## src/rtl/vm3_mux_tx.sv

```systemverilog
// rtl/vm3_mux_tx.sv - VM3 control multiplexer transmitter
// Serializes eight status lines into a 4-slot frame and interleaves DMA lines each bus period.
module vm3_mux_tx #(
  parameter int SYNC = 2
) (
  input  logic       MCLK,
  input  logic       MRST,
  input  logic       nDCLO,
  input  logic       nACLO,
  input  logic       nHALT,
  input  logic       nEVNT,
  input  logic [3:0] nIRQ,
  input  logic       nDMR,
  input  logic       nSACK,
  output logic       MXCLK,
  output logic [1:0] MXIN,
  output logic       MXSTB,
  output logic       FRM
);

  logic [9:0] rawIn;
  logic [9:0] syncQ [SYNC];
  logic [9:0] syncOut;
  logic [7:0] statusS;
  logic [1:0] dmaS;

  logic [3:0] cnt;
  logic [3:0] cntNext;
  logic [7:0] word;
  logic [7:0] wordNext;
  logic [1:0] slotBits;
  logic [1:0] mxinNext;

  assign rawIn   = {nSACK, nDMR, nDCLO, nACLO, nHALT, nEVNT, nIRQ};
  assign syncOut = syncQ[SYNC-1];
  assign statusS = syncOut[7:0];
  assign dmaS    = syncOut[9:8];

  // Synchronizers reset to 1 so every request starts out inactive.
  always_ff @(posedge MCLK) begin
    if (MRST) begin
      for (int i = 0; i < SYNC; i++) syncQ[i] <= '1;
    end else begin
      syncQ[0] <= rawIn;
      for (int i = 1; i < SYNC; i++) syncQ[i] <= syncQ[i-1];
    end
  end

  // Outputs are computed from the phase being entered so they are registered without lag.
  always_comb begin
    cntNext  = cnt + 4'd1;
    wordNext = word;
    if (cntNext == 4'd0) wordNext = statusS;
    case (cntNext[3:2])
      2'd0:    slotBits = wordNext[7:6];
      2'd1:    slotBits = wordNext[5:4];
      2'd2:    slotBits = wordNext[3:2];
      default: slotBits = wordNext[1:0];
    endcase
    mxinNext = MXIN;
    if (!cntNext[1])
      mxinNext = slotBits;
    else if (cntNext[1:0] == 2'd2)
      mxinNext = dmaS;
  end

  always_ff @(posedge MCLK) begin
    if (MRST) begin
      cnt   <= 4'd0;
      word  <= 8'hFF;
      MXCLK <= 1'b0;
      MXIN  <= 2'b11;
      MXSTB <= 1'b0;
      FRM   <= 1'b0;
    end else begin
      cnt   <= cntNext;
      word  <= wordNext;
      MXCLK <= cntNext[1] ^ cntNext[0];
      MXIN  <= mxinNext;
      MXSTB <= (cntNext[3:2] == 2'd3) && !cntNext[1];
      FRM   <= (cntNext == 4'd0);
    end
  end

endmodule

```

## config.mk

```make
export PLATFORM = sky130hd
export DESIGN_NAME = vm3_mux_tx
export DESIGN_NICKNAME = d
export VERILOG_FILES = /design/src/rtl/vm3_mux_tx.sv
export SDC_FILE = /design/constraint.sdc
export NUM_CORES = 1
export LEC_CHECK = 0
export ABC_AREA = 1
export CORE_MARGIN = 2
export CORE_UTILIZATION = 50
export DETAILED_ROUTE_END_ITERATION = 8
export GPL_ROUTABILITY_DRIVEN = 0
export GPL_TIMING_DRIVEN = 0
export PLACE_DENSITY = 0.8
export REMOVE_ABC_BUFFERS = 1
export SYNTH_ARGS = -nofsm -noshare
export SYNTH_HDL_FRONTEND = slang
export SYNTH_SLANG_ARGS = --single-unit
export TNS_END_PERCENT = 1
```

## constraint.sdc

```tcl
create_clock -name MCLK -period 3.7 [get_ports MCLK]
set_input_delay 0.37 -clock MCLK [delete_from_list [all_inputs] [get_ports MCLK]]
set_output_delay 0.37 -clock MCLK [all_outputs]
set_load 0.005 [all_outputs]
```

==> flow_metrics.env <==
export IMPL_boundaryPins=17
export IMPL_viasPerCell=4.90
export IMPL_max_freq_ghz=0.478
export IMPL_fin_crit_sh_pct=56.5
export IMPL_synth_cell_types=19
export IMPL_cts_buffer_depth=2
export IMPL_antenna_found_initial=0
export IMPL_synthSimpleGateAreaFrac_pct=32.3
export IMPL_start_util_pct=51.4
export IMPL_drt_wl_total_mm=2.12
export IMPL_worst_pin_slew_ns=0.772
export IMPL_finalSetupViolations=0
export IMPL_synth_warnings=0
export IMPL_ant_nets=0
export IMPL_worst_setup_path_end_kind="flip-flop"
export IMPL_synth_top_family_by_area="simple AND/OR/NAND/NOR gates"
export IMPL_syn_area_um2=1390
export IMPL_hold_viol=0
export IMPL_cp_slowest_stage_delay_ns=0.51
export IMPL_vias=1025
export IMPL_cp_cell_sequence="ha_1, xnor2_2, nand3_2, nand2_1, nand3_1, nand2_1, inv_1, o21ai_1, nand2_1, nand2_1, nand2_1"
export IMPL_holdBufCountCts=0
export IMPL_cts_sinks=37
export IMPL_outcome="completed"
export IMPL_start_kind="flip-flop"
export IMPL_die_y_um=56.8
export IMPL_synth_ff_type="dfxtp_1"
export IMPL_cts_buffers=5
export IMPL_ir_drop_mv=0.308
export IMPL_multi_input_area_um2=528
export IMPL_rrSetupSlack_ns=1.61
export IMPL_cp_required_ns=3.93
export IMPL_synth_compound_area_share_pct=1.80
export IMPL_synth_edf_count=0
export IMPL_avgSynthCellArea_um2=8.65
export IMPL_h_tree_depth=2
export IMPL_cts_resized=0
export IMPL_p_leak_uw=0.000805
export IMPL_synthCells=161
export IMPL_grt_pass1_vias=1025
export IMPL_rsz0062_at_grt="no"
export IMPL_synthAdderAreaFrac_pct=2.70
export IMPL_arrival_ns=2.32
export IMPL_insertedDiodeCount=0
export IMPL_core_area_um2=2710
export IMPL_hpwl_mm=1.59
export IMPL_register_area_um2=741
export IMPL_cts_root_buffer="clkbuf_4"
export IMPL_tns_ns=0
export IMPL_crit_top_cell="nand2_1"
export IMPL_layout_nets=193
export IMPL_synthMuxAreaShare_pct=0
export IMPL_drt_iter0_drc=25
export IMPL_drv_cap=0
export IMPL_grt_usage_pct=16.2
export IMPL_area_growth_syn_to_layout_pct=15.0
export IMPL_grt_pass1_wl_mm=3.98
export IMPL_synth_seq_cells=37
export IMPL_min_delay_path_class="flip-flop to flip-flop"
export IMPL_relSlewSlack_pct=48.3
export IMPL_fp_dieW_um=56.8
export IMPL_die_area_um2=3220
export IMPL_synthXorXnorAreaFrac_pct=1.17
export IMPL_portBuffers=16
export IMPL_clock_latency_ns=0.33
export IMPL_ys_seq_area_share_pct=53.2
export IMPL_grt_max_degree=30
export IMPL_drt_first_pass_iters=4
export IMPL_grt_ovfl_total=0
export IMPL_holdWs_ns=0.409
export IMPL_layout_min_cycle_time_ns=2.09
export IMPL_wire_per_inst_um=10.1
export IMPL_final_cell_area_um2=1600
export IMPL_post_cts_setup_buffers=0
export IMPL_worst_path_max_fanout=12
export IMPL_critPathSlowestCell="xnor2_2"
export IMPL_path_class="flip-flop to flip-flop"
export IMPL_placed_area_um2=1550
export IMPL_clock_skew_ns=0.00858
export IMPL_row_count=19
export IMPL_fillerInstances=244
export IMPL_post_route_util_pct=59.1
export IMPL_cts_tree="done"
export IMPL_drc=0
export IMPL_async_reset_ff_share_pct=0
export IMPL_slew_viol_final=0
export IMPL_final_layout_size_suffix_gt1_share_pct=18.5
export IMPL_powerDensity_nw_per_um2=449
export IMPL_final_cell_mix="37 x dfxtp_1, 37 x nand2_1, 20 x inv_1, 20 x or2_2, 16 x clkdlybuf4s50_1"
export IMPL_clkTransAtPathRegs_ns=0.10
per-stage QoR:
stage / power, uW / instances / setup WS, ns
4_1_cts: 728 / 209 / 1.60
3_5_place_dp: 522 / 202 / 1.47
3_3_place_gp: 518 / 202 / 1.54
6_report: 719 / 209 / 1.61
5_1_grt: 757 / 209 / 1.35
2_1_floorplan: 486 / 155 / 1.90
layer usage:
metal	track usage, %	share of wire (%)
met1	16.5	41
met2	26.9	52
met3	6.22	4.6
met5	0	0
met4	11.3	2.4
cells by family after synthesis:
kind of cell,after synthesis
flip-flops,37
AND/OR/NAND/NOR,88
buffers and inverters,27
AO/OA/AOI/OAI,5
adder cells (fa/ha/maj),3
XOR/XNOR,1
cells in the mapped netlist, types with 2 or more instances:
cell type	n	area [um^2]
nand4_2	3	37.5
clkbuf_1	3	11.3
nor2_1	6	22.5
dfxtp_1	37	741
or2_2	20	125
nand4_1	6	37.5
buf_6	3	33.8
o21ai_1	2	10.0
nand2_1	37	139
nand3_1	12	60.1
ha_1	3	37.5
inv_1	20	75.1
a21oi_1	3	15.0
sequential cells by signal, indices dropped and copies added (netlist names):
name   cells
MXSTB      1
cnt        4
syncQ     20
word       8
FRM        1
MXIN       2
MXCLK      1
worst paths after layout:
check	from	end	cells after the start
max	cnt[0]$_SDFF_PP0_	MXIN[1]$_SDFFE_PP1P_	11
min	syncQ[0][3]$_SDFF_PP1_	syncQ[0][13]$_SDFF_PP1_	1
max reg2reg	cnt[0]$_SDFF_PP0_	MXIN[1]$_SDFFE_PP1P_	11
min reg2reg	syncQ[0][3]$_SDFF_PP1_	syncQ[0][13]$_SDFF_PP1_	1
area by class of cell:
class	instances	area share, %
timing repair buffer	16	10.0
inverter	21	4.92
tap	31	2.42
clock buffer	7	3.44
multi-input combinational	97	33.0
sequential	37	46.2
where the power goes:
group | switching (uW) | leakage [uW] | total (uW) | internal [uW]
logic | 43.0 | 0.000469 | 85.8 | 42.9
registers | 8.99 | 0.000305 | 427 | 418
clock network | 116 | 0.0000314 | 206 | 89.7
total | 168 | 0.000805 | 719 | 551
worst max-delay path: cells and delay by family (launching register included):
| family | cells | cell delay [ns] |
|---|---|---|
| compound gates | 1 | 0.09 |
| xor+xnor | 1 | 0.51 |
| fa+ha+maj | 1 | 0.26 |
| buf+inv | 1 | 0.04 |
| flops | 1 | 0.39 |
| simple gates | 7 | 0.70 |
(Power assumes the default switching activity.)
